<file path="src/rtl/retran_sched_pkg.sv">
// Shared types and widths for the retransmit scheduler.
package retran_sched_pkg;

   typedef enum logic [1:0] {
      ST_IDLE,
      ST_PEND_NEW,
      ST_IN_FLIGHT,
      ST_PEND_RETRY
   } flow_state_e;

   localparam int BACKOFF_CAP = 4;
   localparam int TIMER_W     = 8;
   localparam int RETRY_W     = 4;

endpackage

</file>
<file path="src/rtl/retran_flow_timer.sv">
// Per-flow state machine: pending/in-flight tracking, backoff timer, retry count.
module retran_flow_timer
   import retran_sched_pkg::*;
#(
   parameter int BASIC_TIME = 15,
   parameter int MAX_RETRY  = 8
) (
   input  logic        clk,
   input  logic        rst,
   input  logic        req,
   input  logic        ack,
   input  logic        grant,
   output flow_state_e state,
   output logic        fail
);

   flow_state_e        state_q, state_d;
   logic [TIMER_W-1:0] timer_q, timer_d, load;
   logic [RETRY_W-1:0] retry_q, retry_d, bidx;
   logic               fail_q, fail_d;

   always_ff @(posedge clk) begin
      if (!rst) begin
         state_q <= ST_IDLE;
         timer_q <= '0;
         retry_q <= '0;
         fail_q  <= 1'b0;
      end else begin
         state_q <= state_d;
         timer_q <= timer_d;
         retry_q <= retry_d;
         fail_q  <= fail_d;
      end
   end

   // Backoff grows linearly with retries, then saturates at the cap.
   always_comb begin
      bidx = (retry_q > RETRY_W'(BACKOFF_CAP)) ?
             RETRY_W'(BACKOFF_CAP) : retry_q;
      load = TIMER_W'((int'(bidx) + 1) * BASIC_TIME);
   end

   always_comb begin
      state_d = state_q;
      timer_d = timer_q;
      retry_d = retry_q;
      fail_d  = 1'b0;
      unique case (state_q)
         ST_IDLE: begin
            if (req) begin
               state_d = ST_PEND_NEW;
               retry_d = '0;
            end
         end
         ST_PEND_NEW: begin
            if (grant) begin
               state_d = ST_IN_FLIGHT;
               timer_d = load;
            end
         end
         ST_PEND_RETRY: begin
            if (ack) begin
               state_d = ST_IDLE;
            end else if (grant) begin
               state_d = ST_IN_FLIGHT;
               timer_d = load;
            end
         end
         ST_IN_FLIGHT: begin
            if (ack) begin
               state_d = ST_IDLE;
            end else if (timer_q != '0) begin
               timer_d = timer_q - 1'b1;
            end else if (retry_q < RETRY_W'(MAX_RETRY)) begin
               state_d = ST_PEND_RETRY;
               retry_d = retry_q + 1'b1;
            end else begin
               state_d = ST_IDLE;
               fail_d  = 1'b1;
            end
         end
         default: state_d = ST_IDLE;
      endcase
   end

   assign state = state_q;
   assign fail  = fail_q;

endmodule

</file>
<file path="src/rtl/retran_sched.sv">
// Retransmit scheduler: N flows share one transmit port, retries beat new sends.
module retran_sched
   import retran_sched_pkg::*;
#(
   parameter int N_FLOWS    = 4,
   parameter int BASIC_TIME = 15,
   parameter int MAX_RETRY  = 8,
   localparam int FW = (N_FLOWS > 1) ? $clog2(N_FLOWS) : 1
) (
   input  logic               clk,
   input  logic               rst,
   input  logic [N_FLOWS-1:0] req,
   input  logic [N_FLOWS-1:0] ack,
   input  logic               tx_ready,
   output logic               send_valid,
   output logic [FW-1:0]      send_flow,
   output logic               send_retry,
   output logic [N_FLOWS-1:0] busy,
   output logic [N_FLOWS-1:0] fail
);

   flow_state_e        st [N_FLOWS];
   logic [N_FLOWS-1:0] pr, pn, cand, gnt;
   logic [FW-1:0]      ptr, gid;
   logic               found, go;

   function automatic int wrap(input int v);
      return (v >= N_FLOWS) ? v - N_FLOWS : v;
   endfunction

   for (genvar g = 0; g < N_FLOWS; g++) begin : g_flow
      retran_flow_timer #(
         .BASIC_TIME(BASIC_TIME),
         .MAX_RETRY (MAX_RETRY)
      ) u_flow (
         .clk  (clk),
         .rst  (rst),
         .req  (req[g]),
         .ack  (ack[g]),
         .grant(gnt[g]),
         .state(st[g]),
         .fail (fail[g])
      );
   end

   // An ack on a pending retry cancels it, so it must not win arbitration.
   always_comb begin
      pr   = '0;
      pn   = '0;
      busy = '0;
      for (int i = 0; i < N_FLOWS; i++) begin
         pr[i]   = (st[i] == ST_PEND_RETRY) && !ack[i];
         pn[i]   = (st[i] == ST_PEND_NEW);
         busy[i] = (st[i] != ST_IDLE);
      end
      cand = (|pr) ? pr : pn;
   end

   always_comb begin
      found = 1'b0;
      gid   = '0;
      for (int k = 0; k < N_FLOWS; k++) begin
         if (!found && cand[FW'(wrap(int'(ptr) + k))]) begin
            found = 1'b1;
            gid   = FW'(wrap(int'(ptr) + k));
         end
      end
      go  = found && tx_ready;
      gnt = '0;
      if (go) gnt[gid] = 1'b1;
   end

   always_ff @(posedge clk) begin
      if (!rst) begin
         send_valid <= 1'b0;
         send_flow  <= '0;
         send_retry <= 1'b0;
         ptr        <= '0;
      end else begin
         send_valid <= go;
         send_flow  <= go ? gid : '0;
         send_retry <= go && (|pr);
         if (go) ptr <= (int'(gid) == N_FLOWS - 1) ? '0 : gid + 1'b1;
      end
   end

endmodule

</file>
<file path="config.mk">
export PLATFORM = sky130hd
export DESIGN_NAME = retran_sched
export DESIGN_NICKNAME = d
export VERILOG_FILES = /design/src/rtl/retran_sched_pkg.sv /design/src/rtl/retran_flow_timer.sv /design/src/rtl/retran_sched.sv
export SDC_FILE = /design/constraint.sdc
export NUM_CORES = 1
export LEC_CHECK = 0
export BUFFER_PORTS_ARGS = -buffer_cell sky130_fd_sc_hd__buf_2
export CORE_UTILIZATION = 40
export CTS_CLUSTER_DIAMETER = 200
export DETAILED_ROUTE_END_ITERATION = 10
export PLACE_DENSITY_LB_ADDON = 0.05
export SLEW_MARGIN = 20
export SYNTH_ARGS = -nofsm -noshare
export SYNTH_HDL_FRONTEND = slang
export SYNTH_SLANG_ARGS = --single-unit
</file>
<file path="constraint.sdc">
create_clock -name clk -period 8.45 [get_ports clk]
set_input_delay 1.69 -clock clk [delete_from_list [all_inputs] [get_ports clk]]
set_output_delay 1.69 -clock clk [all_outputs]
set_load 0.02 [all_outputs]
</file>
==> flow_summary.toml, run 1 <==
[status]
status = "complete, no violations"

[logic_synthesis]
synth_edf_count = 0
syn-cell-area_mm2 = 0.00401
avgSynthCellArea_um2 = 8.02
synth_nets = 531
synth.yosys.warnings = 0
ys_seq_elements = 66
ys_dominant_reg_cell = "dfxtp_1"
syn_inst = 500
yosysSeqAreaShare_pct = 32.9
ys_async_sr_fraction_pct = 0
synth_cell_type_count = 70

[place]
place_hpwl_mm = 6.27
portBuffers = 22
gp_congestion = 0.810
place_area_mm2 = 0.00415

[critical_path]
cp_max_fo = 11
worstSetupStartpointType = "input port"
cp_data_required_time_ns = 8.68
crit_path_end_kind = "register"
crit_type = "input port to register"
arrival_ns = 4.54

[power]
leakagePower_uw = 0.00166
cellInternalPower_uw = 569
p_comb_share_pct = 20.9
powerDensity_mw_per_mm2 = 187
switching_share_pct = 30.2
p_switching_uw = 247
power_frac_clock_pct = 36.4
ir_drop_mv = 0.0723
p_seq_share_pct = 42.7

[floorplanning]
std_cell_rows = 36
die_y_um = 102
io_pins = 23
die-area_mm2 = 0.0104
core-area_mm2 = 0.00973
start_util_pct = 41.2
die_x_um = 102

[clocking]
numCtsBuffers = 9
post_cts_buffers = 0
cts_tree = "done"
htreeDepth = 3
hold_buffers = 0
clock_latency_ns = 0.34
ctsResizeCount = 0
clock-sinks = 66
cts_root_buf = "clkbuf_8"
clockBufferDepth = 2
clkTransAtPathRegs_ns = 0.07

[global_route]
grt_max_degree = 37
grt_pass1_wl_mm = 15.1
grt_overflow = 0
antenna_found_initial = 0
grt_pass1_vias = 3184
track_usage_pct = 18.4

[sta]
skew_ns = 0.00736
relSlewSlack_pct = 52.8
final_hold_viol_count = 0
setup_violations = 0
final_max_slew_viol_count = 0
fmax_ghz = 0.232
worst_pin_slew_ns = 0.708
finalCritPeriodShare_pct = 51.0
layout_min_cycle_time_ns = 4.31
timing.setup.tns_ns = 0
rsz0062_at_grt = "no"

[finish]
fill_cells = 1031
diodes = 0
nets = 536
final_common_cell = "dfxtp_1"
mostFrequentLayoutCells = "66 x dfxtp_1, 59 x nor2_1, 49 x a21oi_1"
synthToLayoutAreaGrowth_pct = 8.86
final_area_mm2 = 0.00437
drive_gt1_share_pct = 12.7

[drt]
vias = 3521
ant_nets = 0
drt_pass1_iterations = 5
drt_wl_total_mm = 9.01
wl_per_cell_um = 14.0
drc_errors = 0
drt_iter0_drc = 82
vias_per_cell = 5.48

[run]
drv_cap = 0

[worst_hold_path]
hold_class = "register to register"
==> cell type report <==
cell class | count | area (um^2) | area share (%)
well taps | 133 | 166 | 3.81
clock buffers | 11 | 141 | 3.24
flip-flops and latches | 66 | 1320 | 30.3
repair buffers | 22 | 110 | 2.52
multi-input cells | 373 | 2430 | 55.6
clock inverters | 5 | 77.6 | 1.78
inverters | 33 | 124 | 2.84
==> synth_stat cells, drive strengths merged, types with 5 or more instances <==
library cell  count  share of area [%]
a211o             5                1.1
a211oi            5                1.5
a21oi            50                6.3
a31oi             8                1.2
a41oi             8                1.7
and3              8                1.2
buf              15                2.3
clkbuf           13                1.2
dfxtp            66                 33
ha               20                6.2
inv              33                3.1
nand2            18                1.7
nand2b           15                2.3
nand3            10                1.2
nand3b            5               0.94
nand4             5               0.78
nor2             62                6.1
nor2b            15                2.3
nor3             14                1.7
nor3b             6                1.2
nor4              7                1.8
o21a              6                1.3
o21ai            33                4.1
o22ai             5               0.78
or2               6               0.94
xnor2             6                1.3
==> per-layer routing <==
metal	GRT usage (%)	vias to the layer above	wire length [um]
li1	-	1793	-
met1	23.4	1666	4440
met2	30.5	53	4210
met3	3.42	9	268
met4	7.91	0	90
met5	0	-	0
==> path summary, 6_finish.rpt <==
kind	from	to	slack [ns]	cells past startpoint
max	ack[3]	g_flow[2].u_flow.timer_q[2]	4.14	12
min reg2reg	g_flow[1].u_flow.timer_q[1]	g_flow[1].u_flow.timer_q[1]	0.47	2
max reg2reg	g_flow[1].u_flow.state[1]	g_flow[2].u_flow.timer_q[2]	5.12	11
min	g_flow[1].u_flow.timer_q[1]	g_flow[1].u_flow.timer_q[1]	0.47	2
==> per-stage QoR <==
step	power, uW	hold slack, ns	worst slack, ns	instances	util, %
after global placement	526	0.454	3.92	627	42.6
after CTS	831	0.473	4.16	643	44.9
final	816	0.469	4.14	643	44.9
after floorplan	489	0.441	4.41	500	-
after detailed placement	526	0.462	3.80	627	42.6
after global routing	867	0.491	3.80	643	44.9
==> cell families (layout without fill, tap and decap cells) <==
| family | Yosys count | count (layout) | share of synthesized area, % |
|---|---|---|---|
| AO/OA/AOI/OAI | 152 | 152 | 25.5 |
| XOR/XNOR | 9 | 9 | 1.97 |
| adder cells (fa/ha/maj) | 20 | 20 | 6.24 |
| buffers and inverters | 61 | 71 | 6.58 |
| flip-flops | 66 | 66 | 32.9 |
| multiplexers | 3 | 3 | 0.780 |
| AND/OR/NAND/NOR | 189 | 189 | 26.0 |
==> worst max-delay path: stages <==
cell      delay, ns
buf_2          0.14
nand3b_1       0.28
a41oi_1        0.41
a211oi_1       0.09
o31ai_1        0.46
inv_1          0.13
ha_1           0.22
nand3_1        0.11
a21oi_1        0.09
nor2_1         0.51
nor2_1         0.10
o221a_2        0.28
==> sequential cells by signal, summed over array words and instances (netlist names) <==
name / flops
send_retry: 1
g_flow.u_flow.fail: 4
g_flow.u_flow.retry_q: 16
send_valid: 1
ptr: 2
send_flow: 2
g_flow.u_flow.state: 8
g_flow.u_flow.timer_q: 32
==> power by group through the flow <==
| stage | sequential (uW) | combinational, uW | clock, uW |
|---|---|---|---|
| floorplan | 346 | 142 | 0 |
| global placement | 355 | 171 | 0 |
| detailed placement | 356 | 171 | 0 |
| CTS | 348 | 172 | 311 |
| global route | 352 | 192 | 323 |
| finish | 349 | 170 | 297 |
No activity file was read; power rests on OpenSTA's default activity.
==> run 2: changes to the inputs <==
- ABC_AREA: default -> 1
- clock period: 8.45 -> 3.8 ns (I/O delays scaled with it)
==> run 2 against run 1 <==
Against the previous run: clock skew rose by 0.0031 ns; total power increased to 4.2 times the previous value; register-to-register slack worse by 4.1 ns; largest power group is now combinational logic; synthesized cell count increased by 31%; combinational power grew to 11 times the previous value; sequential power grew to 2.7 times the previous value; highest routed layer unchanged; global-route usage grew 0.51 points; critical endpoint is now g_flow[3].u_flow.timer_q[2]; synthesized area increased by 8.3%; count of clock-buffer cells in the layout increased by 4; hold slack improved by 0.027 ns; die area up 8.1%.
==> flow_summary.toml, run 2 <==
[drt]
vias_per_cell = 4.97
wl_per_cell_um = 12.2
vias = 4052
ant_nets = 0
drc_errors = 0
drt_iter0_drc = 138
drt_wl_total_mm = 9.96
drt_pass1_iterations = 4

[floorplanning]
die_y_um = 106
core-area_mm2 = 0.0104
die_x_um = 106
std_cell_rows = 37
die-area_mm2 = 0.0113
start_util_pct = 41.7
io_pins = 23

[critical_path]
crit_path_end_kind = "register"
worstSetupStartpointType = "input port"
cp_max_fo = 11
cp_data_required_time_ns = 4.09
arrival_ns = 3.22
crit_type = "input port to register"

[clocking]
cts_root_buf = "clkbuf_8"
clkTransAtPathRegs_ns = 0.08
post_cts_buffers = 0
clockBufferDepth = 2
hold_buffers = 0
cts_tree = "done"
clock-sinks = 66
numCtsBuffers = 9
htreeDepth = 3
clock_latency_ns = 0.35
ctsResizeCount = 0

[run]
drv_cap = 0

[finish]
fill_cells = 1086
diodes = 0
synthToLayoutAreaGrowth_pct = 9.19
largest_reg_flops = 32
nets = 705
fin_util_pct = 45.5
drive_gt1_share_pct = 12.4
mostFrequentLayoutCells = "138 x nand2_1, 94 x inv_1, 86 x nor2_1"
regMostFlops = "g_flow.u_flow.timer_q"
final_common_cell = "nand2_1"

[logic_synthesis]
muxShareOfSynthArea_pct = 0
synth_top_area_cell = "dfxtp_1"
synth.most_common_cell = "nand2_1"
yosysTopAreaCellShare_pct = 30.4
synth_area_leaders = "dfxtp_1 30%, nand2_1 12%, inv_1 8.1%"
synth_cell_type_count = 41
synth_nets = 684
yosysSeqAreaShare_pct = 30.4
synth.yosys.warnings = 0
ys_dominant_reg_cell = "dfxtp_1"
synth_fa_ha_area_share_pct = 5.76
synth-xor-area-share_pct = 1.61
ys_seq_elements = 66
syn-cell-area_mm2 = 0.00434
avgSynthCellArea_um2 = 6.65
synth_edf_count = 0
syn_inst = 653
yosys-top-cells-count = "138 x nand2_1, 94 x inv_1, 86 x nor2_1"
synth-compound-area-share_pct = 12.6
synth_top_family_by_area = "simple AND/OR/NAND/NOR gates"
yosys.area_share.simple_pct = 38.4
ys_async_sr_fraction_pct = 0

[power]
powerDensity_mw_per_mm2 = 729
ir_drop_mv = 0.401
leakagePower_uw = 0.00224

[global_route]
grt_max_degree = 29
antenna_found_initial = 0
grt_pass1_vias = 3687
track_usage_pct = 18.9
grt_pass1_wl_mm = 17.2
grt_overflow = 0

[place]
place_hpwl_mm = 7.45
gp_congestion = 0.858
portBuffers = 22

[sta]
relSlewSlack_pct = 51.5
worst_pin_slew_ns = 0.720
layout_min_cycle_time_ns = 2.94
final_max_slew_viol_count = 0
final_hold_viol_count = 0
rsz0062_at_grt = "no"
setup_violations = 0
skew_ns = 0.0105
timing.setup.tns_ns = 0
finalCritPeriodShare_pct = 77.3
fmax_ghz = 0.340

[status]
status = "complete, no violations"

[worst_hold_path]
hold_class = "register to register"
-- run 2: cell count changes after synthesis, moves of 17 or more --
cell,previous run,this run
nand3_1,10,44
nand2_1,18,138
inv_1,32,94
nand4_1,5,22
a21oi_1,49,32
nor2_1,59,86
-- run 2: area by class of cell --
class / count / area [um^2] / share of cell area (%)
Clock buffer: 15 / 186 / 3.93
Tap cell: 136 / 170 / 3.59
Timing Repair Buffer: 25 / 133 / 2.80
Clock inverter: 1 / 30.0 / 0.633
Inverter: 98 / 368 / 7.76
Sequential cell: 66 / 1320 / 27.9
Multi-Input combinational cell: 474 / 2530 / 53.4
-- run 2: cell families after synthesis --
logic type                 Yosys count
AOI/OAI and AO/OA                   95
and+or+nand+nor                    351
adders and majority gates           20
DFF                                 66
buffers and inverters              113
xor gates and xnor gates             8
-- run 2: where the power goes --
part | total, uW | internal [uW] | leakage, uW | switching (uW)
Combinational | 1850 | 647 | 0.00160 | 1200
Sequential | 959 | 832 | 0.000536 | 126
Clock | 653 | 376 | 0.000110 | 277
-- run 2: worst paths after layout --
check | start | endpoint | slack (ns) | cells past startpoint
setup / recovery | ack[1] | g_flow[3].u_flow.timer_q[2] | 0.86 | 20
hold / removal | g_flow[0].u_flow.timer_q[7] | g_flow[0].u_flow.timer_q[7] | 0.50 | 2
setup reg to reg | g_flow[2].u_flow.state[0] | g_flow[3].u_flow.timer_q[2] | 1.03 | 18
hold reg to reg | g_flow[0].u_flow.timer_q[7] | g_flow[0].u_flow.timer_q[7] | 0.50 | 2
-- run 2: metal layers --
metal	track usage (%)	wire, um
met5	0	0
met4	6.94	139
met3	2.39	292
met2	30.0	4530
met1	26.2	5000
-- run 2: per-stage QoR --
stage / cells / hold slack, ns / worst slack [ns] / instance area (um^2) / power (uW)
6_report: 815 / 0.496 / 0.863 / 4740 / 3460
5_1_grt: 815 / 0.534 / 0.583 / 4740 / 3810
4_1_cts: 815 / 0.498 / 0.859 / 4740 / 3480
3_5_place_dp: 799 / 0.486 / 0.491 / 4530 / 2820
3_3_place_gp: 799 / 0.482 / 0.568 / 4530 / 2820
2_1_floorplan: 653 / 0.460 / 1.08 / 4340 / 2470
-- run 2: critical path, stage by stage --
cell	delay (ns)
buf_2	0.10
inv_1	0.08
nand3_2	0.08
nand2_1	0.10
inv_1	0.13
nand3_2	0.09
nand3_2	0.10
nand2_2	0.07
o21ai_4	0.21
nand3_1	0.14
o221ai_1	0.22
nor2_1	0.12
inv_1	0.10
ha_1	0.16
nand3_2	0.13
nand2_2	0.15
nand3_2	0.22
nand2_1	0.12
nand2_1	0.05
nor2_1	0.10
